--- config.mk ---
export PLATFORM = sky130hd
export DESIGN_NAME = evt_frame_decoder
export DESIGN_NICKNAME = d
export VERILOG_FILES = /design/src/rtl/evt_frame_decoder.sv
export SDC_FILE = /design/constraint.sdc
export NUM_CORES = 2
export LEC_CHECK = 0
export CORE_MARGIN = 2
export CORE_UTILIZATION = 46
export DETAILED_ROUTE_END_ITERATION = 10
export HOLD_SLACK_MARGIN = 0.03
export PLACE_DENSITY_LB_ADDON = 0.08
export SETUP_SLACK_MARGIN = 0.4
export SLEW_MARGIN = 20
export SYNTH_ARGS = -nofsm -noshare
export SYNTH_HDL_FRONTEND = slang
export SYNTH_SLANG_ARGS = --single-unit
--- constraint.sdc ---
create_clock -name clk_i -period 40.7 [get_ports clk_i]
set_clock_uncertainty 0.1 [all_clocks]
set_input_delay 8.14 -clock clk_i [delete_from_list [all_inputs] [get_ports clk_i]]
set_output_delay 8.14 -clock clk_i [all_outputs]
set_load 0.1 [all_outputs]
--- src/rtl/evt_frame_decoder.sv ---
// Address-event frame decoder: decodes {x, y, ts, pol} event words, bins ON/OFF counts per pixel over a time window, streams the frame out.
// Latency: an event lands in the counter array 1 cycle after valid_data_i; readout starts the cycle after the window closes.
// Backpressure: none on the event input (events arriving during readout are dropped and counted); the pixel port holds each word until pix_ready_i.
//
// Ports:
//   clk_i, reset_i            clock, asynchronous active-high reset
//   valid_data_i, data_in_i   event word {x, y, ts, pol}; taken every valid cycle
//   flush_i                   close the open frame early (ignored when no frame is open)
//   pix_valid_o/pix_ready_i   pixel stream handshake; pix_addr_o={row,col}, pix_data_o={on_cnt,off_cnt}
//   frame_ts_o                start timestamp of the frame being read out
//   frame_done_o              1-cycle pulse after the last pixel handshake
//   drop_cnt_o                saturating count of dropped events
//   ts_err_o                  sticky out-of-order timestamp flag
//   busy_o                    high while the frame is being read out
module evt_frame_decoder #(
    parameter int ROWS        = 8,
    parameter int COLS        = 8,
    parameter int TS_W        = 16,
    parameter int CNT_W       = 4,
    parameter int FRAME_TICKS = 100,
    parameter int ROW_ADD     = $clog2(ROWS),
    parameter int COL_ADD     = $clog2(COLS),
    parameter int WIDTH       = ROW_ADD + COL_ADD + TS_W + 1
) (
    input  logic                       clk_i,
    input  logic                       reset_i,
    input  logic                       valid_data_i,
    input  logic [WIDTH-1:0]           data_in_i,
    input  logic                       flush_i,
    input  logic                       pix_ready_i,
    output logic                       pix_valid_o,
    output logic [ROW_ADD+COL_ADD-1:0] pix_addr_o,
    output logic [2*CNT_W-1:0]         pix_data_o,
    output logic [TS_W-1:0]            frame_ts_o,
    output logic                       frame_done_o,
    output logic [15:0]                drop_cnt_o,
    output logic                       ts_err_o,
    output logic                       busy_o
);

    localparam logic [ROW_ADD:0]   ROW_LIM  = (ROW_ADD + 1)'(ROWS);
    localparam logic [COL_ADD:0]   COL_LIM  = (COL_ADD + 1)'(COLS);
    localparam logic [ROW_ADD-1:0] LAST_ROW = ROW_ADD'(ROWS - 1);
    localparam logic [COL_ADD-1:0] LAST_COL = COL_ADD'(COLS - 1);
    localparam logic [TS_W-1:0]    FT       = TS_W'(FRAME_TICKS);
    localparam logic [CNT_W-1:0]   CNT_MAX  = {CNT_W{1'b1}};

    typedef enum logic [1:0] {
        S_IDLE,
        S_ACCUM,
        S_READOUT
    } state_t;

    // ---------------- decode stage ----------------
    logic               ev_v_q;
    logic [ROW_ADD-1:0] ev_x_q;
    logic [COL_ADD-1:0] ev_y_q;
    logic [TS_W-1:0]    ev_ts_q;
    logic               ev_pol_q;

    always_ff @(posedge clk_i or posedge reset_i) begin
        if (reset_i) begin
            ev_v_q   <= 1'b0;
            ev_x_q   <= '0;
            ev_y_q   <= '0;
            ev_ts_q  <= '0;
            ev_pol_q <= 1'b0;
        end else begin
            ev_v_q <= valid_data_i;
            if (valid_data_i) begin
                ev_x_q   <= data_in_i[WIDTH-1 -: ROW_ADD];
                ev_y_q   <= data_in_i[WIDTH-1-ROW_ADD -: COL_ADD];
                ev_ts_q  <= data_in_i[TS_W:1];
                ev_pol_q <= data_in_i[0];
            end
        end
    end

    // ---------------- control state ----------------
    state_t             state_q;
    logic [TS_W-1:0]    frame_start_q;
    logic [TS_W-1:0]    last_ts_q;
    logic               pend_v_q;
    logic [ROW_ADD-1:0] pend_x_q;
    logic [COL_ADD-1:0] pend_y_q;
    logic [TS_W-1:0]    pend_ts_q;
    logic               pend_pol_q;
    logic [ROW_ADD-1:0] rd_row_q;
    logic [COL_ADD-1:0] rd_col_q;
    logic               pix_valid_q;
    logic               busy_q;
    logic               frame_done_q;
    logic [15:0]        drop_cnt_q;
    logic               ts_err_q;

    logic [CNT_W-1:0] on_q  [ROWS][COLS];
    logic [CNT_W-1:0] off_q [ROWS][COLS];
    logic [CNT_W-1:0] on_d  [ROWS][COLS];
    logic [CNT_W-1:0] off_d [ROWS][COLS];

    logic               ev_in_range;
    logic               ev_ok;
    logic               ev_drop;
    logic               ev_in_win;
    logic [TS_W-1:0]    elapsed;
    logic [TS_W-1:0]    ts_step;
    logic               rd_hs;
    logic               rd_last;
    logic               acc_en;
    logic [ROW_ADD-1:0] acc_x;
    logic [COL_ADD-1:0] acc_y;
    logic               acc_pol;

    assign ev_in_range = ({1'b0, ev_x_q} < ROW_LIM) && ({1'b0, ev_y_q} < COL_LIM);
    assign ev_ok       = ev_v_q && ev_in_range && (state_q != S_READOUT);
    assign ev_drop     = ev_v_q && !(ev_in_range && (state_q != S_READOUT));
    // Modular differences make timestamp wrap transparent.
    assign elapsed     = ev_ts_q - frame_start_q;
    assign ts_step     = ev_ts_q - last_ts_q;
    assign ev_in_win   = elapsed < FT;
    assign rd_hs       = pix_valid_q && pix_ready_i;
    assign rd_last     = rd_hs && (rd_row_q == LAST_ROW) && (rd_col_q == LAST_COL);

    // One accumulate port: either the decoded event or, at the end of readout,
    // the parked event that closed the previous window.
    always_comb begin
        acc_en  = 1'b0;
        acc_x   = ev_x_q;
        acc_y   = ev_y_q;
        acc_pol = ev_pol_q;
        if (state_q == S_READOUT) begin
            if (rd_last && pend_v_q) begin
                acc_en  = 1'b1;
                acc_x   = pend_x_q;
                acc_y   = pend_y_q;
                acc_pol = pend_pol_q;
            end
        end else if (ev_ok && ((state_q == S_IDLE) || ev_in_win)) begin
            acc_en = 1'b1;
        end
    end

    // Clear-on-read happens before the accumulate so a pending event that
    // targets the last pixel still leaves a count of 1 in the new frame.
    always_comb begin
        on_d  = on_q;
        off_d = off_q;
        if (rd_hs) begin
            on_d[rd_row_q][rd_col_q]  = '0;
            off_d[rd_row_q][rd_col_q] = '0;
        end
        if (acc_en) begin
            if (acc_pol) begin
                if (on_d[acc_x][acc_y] != CNT_MAX)
                    on_d[acc_x][acc_y] = on_d[acc_x][acc_y] + CNT_W'(1);
            end else begin
                if (off_d[acc_x][acc_y] != CNT_MAX)
                    off_d[acc_x][acc_y] = off_d[acc_x][acc_y] + CNT_W'(1);
            end
        end
    end

    always_ff @(posedge clk_i or posedge reset_i) begin
        if (reset_i) begin
            for (int r = 0; r < ROWS; r++) begin
                for (int c = 0; c < COLS; c++) begin
                    on_q[r][c]  <= '0;
                    off_q[r][c] <= '0;
                end
            end
        end else begin
            on_q  <= on_d;
            off_q <= off_d;
        end
    end

    always_ff @(posedge clk_i or posedge reset_i) begin
        if (reset_i) begin
            state_q       <= S_IDLE;
            frame_start_q <= '0;
            last_ts_q     <= '0;
            pend_v_q      <= 1'b0;
            pend_x_q      <= '0;
            pend_y_q      <= '0;
            pend_ts_q     <= '0;
            pend_pol_q    <= 1'b0;
            rd_row_q      <= '0;
            rd_col_q      <= '0;
            pix_valid_q   <= 1'b0;
            busy_q        <= 1'b0;
            frame_done_q  <= 1'b0;
            drop_cnt_q    <= '0;
            ts_err_q      <= 1'b0;
        end else begin
            frame_done_q <= 1'b0;

            if (ev_drop && (drop_cnt_q != 16'hFFFF))
                drop_cnt_q <= drop_cnt_q + 16'd1;

            // Out-of-order events are flagged but still processed normally.
            if (ev_ok) begin
                last_ts_q <= ev_ts_q;
                if (ts_step[TS_W-1])
                    ts_err_q <= 1'b1;
            end

            case (state_q)
                S_IDLE: begin
                    if (ev_ok) begin
                        frame_start_q <= ev_ts_q;
                        state_q       <= S_ACCUM;
                    end
                end
                S_ACCUM: begin
                    if (ev_ok && !ev_in_win) begin
                        pend_v_q   <= 1'b1;
                        pend_x_q   <= ev_x_q;
                        pend_y_q   <= ev_y_q;
                        pend_ts_q  <= ev_ts_q;
                        pend_pol_q <= ev_pol_q;
                    end
                    if ((ev_ok && !ev_in_win) || flush_i) begin
                        state_q     <= S_READOUT;
                        pix_valid_q <= 1'b1;
                        busy_q      <= 1'b1;
                    end
                end
                S_READOUT: begin
                    if (rd_hs) begin
                        if (rd_col_q == LAST_COL) begin
                            rd_col_q <= '0;
                            rd_row_q <= (rd_row_q == LAST_ROW) ? '0 : rd_row_q + ROW_ADD'(1);
                        end else begin
                            rd_col_q <= rd_col_q + COL_ADD'(1);
                        end
                    end
                    if (rd_last) begin
                        pix_valid_q  <= 1'b0;
                        busy_q       <= 1'b0;
                        frame_done_q <= 1'b1;
                        pend_v_q     <= 1'b0;
                        if (pend_v_q) begin
                            frame_start_q <= pend_ts_q;
                            state_q       <= S_ACCUM;
                        end else begin
                            state_q <= S_IDLE;
                        end
                    end
                end
                default: state_q <= S_IDLE;
            endcase
        end
    end

    assign pix_valid_o  = pix_valid_q;
    assign pix_addr_o   = {rd_row_q, rd_col_q};
    assign pix_data_o   = {on_q[rd_row_q][rd_col_q], off_q[rd_row_q][rd_col_q]};
    assign frame_ts_o   = frame_start_q;
    assign frame_done_o = frame_done_q;
    assign drop_cnt_o   = drop_cnt_q;
    assign ts_err_o     = ts_err_q;
    assign busy_o       = busy_q;

endmodule

# After elaboration in Yosys (flattened, before gate mapping)
# Index checks and enable logic that the tools add are counted.
[word_totals] regBits=619 latchBits=0 ram_bits=0 romBits=0 input_bits=28 output_inout_bits=50 word_cells=280 memories=0
[classes] add_sub_neg=7 mul=0 n_div=0 magnitude_cmp=9 eq_ne=13 n_shift=0 muxes=69 bitwise_logic=7 reduce_logical=28
[op_table] cell="256-bit 2-to-1 mux" count=8
[op_table] cell="256-bit AND" count=2
[op_table] cell="256-bit bitwise mux" count=2
[op_table] cell="32-bit binary-select mux with 3-bit select" count=4
[op_table] cell="32-bit 2-to-1 mux" count=10
[op_table] cell="256-bit inverter" count=1
[op_table] cell="32-bit demux with 3-bit select" count=2
[op_table] cell="4-bit binary-select mux with 3-bit select" count=4
[op_table] cell="16-bit 2-to-1 mux" count=3
[op_table] cell="4-bit 2-to-1 mux" count=10
[op_table] cell="16-bit one-hot mux with 2 select lines" count=1
[op_table] cell="16-bit subtractor" count=2
[op_table] cell="4-bit demux with 3-bit select" count=2
[op_table] cell="3-bit 2-to-1 mux" count=6
[op_table] cell="16-bit by 1-bit adder with 16-bit output (second input constant)" count=1
[op_table] cell="4-bit >= comparator (second input constant)" count=4
[op_table] cell="16-bit by 7-bit < comparator with 1-bit output (second input constant)" count=1
[op_table] cell="4-bit by 1-bit < comparator with 1-bit output (second input constant)" count=4
[op_table] cell="16-bit inequality test (second input constant)" count=1
[op_table] cell="3-bit inverter with 4-bit output" count=4
[op_table] cell="1-bit logical AND" count=13
[op_table] cell="2-bit inequality test (second input constant)" count=6
[op_table] cell="3-bit AND reduction" count=4
[op_table] cell="1-bit 2-to-1 mux" count=11
[op_table] cell="other kinds (15)" count=27

# Depth between registers and ports, before layout
[depth] word_depth=21 mapped_depth=23 mapped_depth_nobuf=15

# Least setup slack after synthesis
# OpenSTA, ideal clock, no wires.
[synth_path] kind="input port to flip-flop" from="input pix_ready_i" to="register off_q[102] in the netlist's numbering" setup_time_ns=0.122 t_arrival_ns=11.938 required_time_ns=40.478 setup_slack_ns=28.540 cell_stages=21 path_buffers=8 cell_sequence="buf_2 and4_1 buf_4 and4_1 nor2_1 clkbuf_1 buf_2 o22ai_1 a221oi_1 a21oi_1 nor4_1 nand2_1 clkbuf_1 clkbuf_1 ha_1 o311a_1 buf_4 buf_6 nor3_1 nand2_1 a32o_1"
[synth_rtl] element="start: declaration" line_no="30" source="input logic pix_ready_i,"
[synth_rtl] element="end signal: indexed assignment" line_no="168" source="off_q[r][c] <= '0;"
[synth_rtl] element="end signal: assignment" line_no="173" source="off_q <= off_d;"
[synth_rtl] element="end: declaration" line_no="97" source="logic [CNT_W-1:0] off_q [ROWS][COLS];"

==> flow_metrics.tcl <==
set metrics [dict create \
    synthCells 3422 \
    nets 3468 \
    clk_latency_ns 0.65 \
    num_vias 31600 \
    die_width_um 284 \
    first_pass_iters 6 \
    yosysMostFrequentCell "nand2_1" \
    max_stage_delay_ns 1.14 \
    hold_violations 0 \
    syn_area_um2 36100 \
    rsz0062_at_grt "no" \
    synth_cell_types 89 \
    detail_route.wl_per_cell_um 34.5 \
    wl_met2_um 66000 \
    initial_core_util 0.466 \
    clock_sinks 619 \
    synth_flop_cell "dfrtp_1" \
    hold_class "flop to flop" \
    met3_wirelength_um 17600 \
    tritoncts "built" \
    cts-hold-fix-buffers 0 \
    netlist_top_cells_count "nand2_1 (637), dfrtp_1 (619), mux2i_1 (394)" \
    overflow 0 \
    totalWireLength_um 155000 \
    clkSlewWorstSetupHoldPaths_ns 0.06 \
    holdCritStartpoint "last_ts_q[0]" \
    ctsResizeCount 0 \
    final_cells 4501 \
    yosysTopAreaCellShare 0.429 \
    root_buffer "clkbuf_16" \
    antenna_found_initial 6 \
    cpLargestDelayFamily "simple AND/OR/NAND/NOR gates" \
    dr.first_iter.drc_count 4509 \
    crit_chain "clkdlybuf4s50_1 > nand4_1 > nor4_1 > or2_1 > buf_4 > and2_1 > a22oi_1 > a31oi_1 > nor4_1 > nand4b_1 > buf_4 > ha_1 > xor2_1 > nand3_1 > o22ai_1" \
    fin_util 0.520 \
    synthArstFlopShare 1.00 \
    ys_seq_area_frac 0.429 \
    path_class "primary input to flop" \
    slew_headroom 0.243 \
    synth_edf_count 0 \
    max-cap-violations 0 \
    grt_pass1_wl_um 225000 \
    grt_pass1_vias 31100 \
    required_ns 41.12 \
    drc 0 \
    tns_ns 0 \
    slew_violations 0 \
    tightest_slew_ns 1.13 \
    routed.top_layer "met5" \
    endpoint_kind "flop" \
    rr_worst_depth 17 \
    htree_levels 3 \
    core-area_um2 77600 \
    die_area_um2 80800 \
    status "finished, final reports clean" \
    ant_nets 0 \
    reg2reg_to "on_q[114]" \
    path_buf_inv 3 \
    die_h_um 284 \
    drive_above_1_share 0.153 \
    synth_top_area_cell "dfrtp_1" \
    powerDensity_nw_per_um2 52.9 \
    r2r_start "rd_row_q[0]" \
    post_cts.repair.setup_buffers 0 \
    viasPerCell 7.03 \
    startpoint_type "primary input" \
    grt_max_degree 125 \
    dp_hpwl_um 106000 \
    worstPathArrival_ns 16.23 \
    irDropWorstVdd_v 0.0000583 \
    setup_viol 0 \
    post-route-min-period_ns 15.81 \
    cp_max_fo 66 \
    fmax_ghz 0.0633 \
    nFillCells 6987 \
    finalPower_mw 2.14 \
    synth.area.top_cells "dfrtp_1 (43%), mux2i_1 (11%), mux4_2 (8.0%), nand2_1 (6.6%), o22ai_1 (3.4%)" \
    placed_cells 4369 \
    met1_length_um 60800 \
    total_leakage_power_nw 15.5 \
    synth-seq-cells 619 \
    portBuffers 77 \
    r2r_slack_ns 31.13 \
    critPathSlowestCell "nor4_1" \
    hold_depth 2 \
    syn_nets 3485 \
    finalCritPeriodShare 0.388 \
    numCtsBuffers 74 \
    ys.warnings.count 0 \
    syn_avg_cell_area_um2 10.6 \
    syn_to_final_growth_pct 11.7 \
    hold_end "last_ts_q[0]" \
    rows 102 \
    num_io_pins 78 \
    clock_path_buffers 3 \
    finalWeightedCongestion 1.03 \
    track_usage 0.381 \
]
[sequential cells by signal, summed over array words and instances, names as in the netlist, 16 cells and up]
signal and cells:
drop_cnt_o 16, ev_ts_q 16, frame_ts_o 16, last_ts_q 16
off_q 256, on_q 256, pend_ts_q 16
[power breakdown]
group | total (mW) | switching [mW] | internal, mW | leakage, nW
Sequential | 0.778 | 0.0757 | 0.703 | 8.38
Combinational | 0.670 | 0.471 | 0.199 | 5.85
Clock | 0.689 | 0.285 | 0.404 | 1.23
Total | 2.14 | 0.832 | 1.30 | 15.5
[routing by layer]
| layer | track usage | vias up |
|---|---|---|
| met5 | 0 | - |
| met4 | 0.225 | 8 |
| met3 | 0.103 | 510 |
| met2 | 0.550 | 2258 |
| met1 | 0.513 | 16000 |
| li1 | - | 12800 |
[cells by family (layout without fill, tap and decap cells)]
family                   count (synthesis)  after routing  share of synthesized area
AO/OA/AOI/OAI                          702            702                      0.132
multiplexers                           574            574                      0.205
AND/OR/NAND/NOR                       1176           1176                      0.181
buffers and inverters                  288            326                     0.0344
adder cells (fa/ha/maj)                 35             35                     0.0121
flip-flops                             619            619                      0.429
XOR/XNOR                                28             28                    0.00720
other                                    0              1                          0
[worst max-delay path by stage]
stage | startpoint | endpoint | slack (ns) | cells after the start
final | pix_ready_i | on_q[114] | 24.89 | 15
after global routing | pix_ready_i | on_q[118] | 25.03 | 15
after CTS | pix_ready_i | on_q[107] | 25.41 | 15
after detailed placement | pix_ready_i | on_q[35] | 24.81 | 15
after global placement | pix_ready_i | on_q[93] | 24.67 | 16
after floorplan | reset_i | busy_o | 15.13 | 1
[stage by stage]
stage | hold WS, ns | area [um^2] | setup WS, ns
finish | 0.392 | 40400 | 24.89
global route | 0.417 | 40400 | 25.03
CTS | 0.395 | 40400 | 25.41
global placement | 0.362 | 37900 | 24.67
floorplan | 0.347 | 36100 | 15.13
detailed placement | 0.383 | 37900 | 24.81
[cell usage in the layout, fill, tap and decap left out, types with 44 or more instances in the layout]
master	instances
clkbuf_16	76
buf_4	74
o21ai_0	123
a31oi_1	44
and2_1	65
a22oi_1	64
nor4_4	56
nor2_1	86
o22ai_1	199
dfrtp_1	616
clkdlybuf4s50_1	77
a21oi_1	49
nand3_1	105
mux4_2	128
nand2_1	632
mux2i_1	393
mux2_2	50
[worst register-to-register path, stage by stage, from the launching register on]
cell      delay [ns]
dfrtp_4         0.92
buf_12          0.50
ha_1            0.26
ha_1            0.36
nand4_1         0.81
nor4_1          1.15
or2_1           0.54
buf_4           0.41
and2_1          0.23
a22oi_1         0.10
a31oi_1         0.65
nor4_1          0.33
nand4b_1        0.20
buf_4           0.72
ha_1            0.43
xor2_1          0.46
nand3_1         0.82
o22ai_1         0.48
[cell type report]
class / instances / area, um^2 / area share
diodes: 1 / 2.50 / 0.0000620
clock buffers: 104 / 2170 / 0.0537
clock inverters: 27 / 310 / 0.00769
inverters: 41 / 161 / 0.00400
multi-input cells: 2515 / 19600 / 0.484
flip-flops and latches: 619 / 15500 / 0.384
well taps: 1040 / 1300 / 0.0322
repair buffers: 154 / 1370 / 0.0340
No activity file was read; power rests on OpenSTA's default activity.
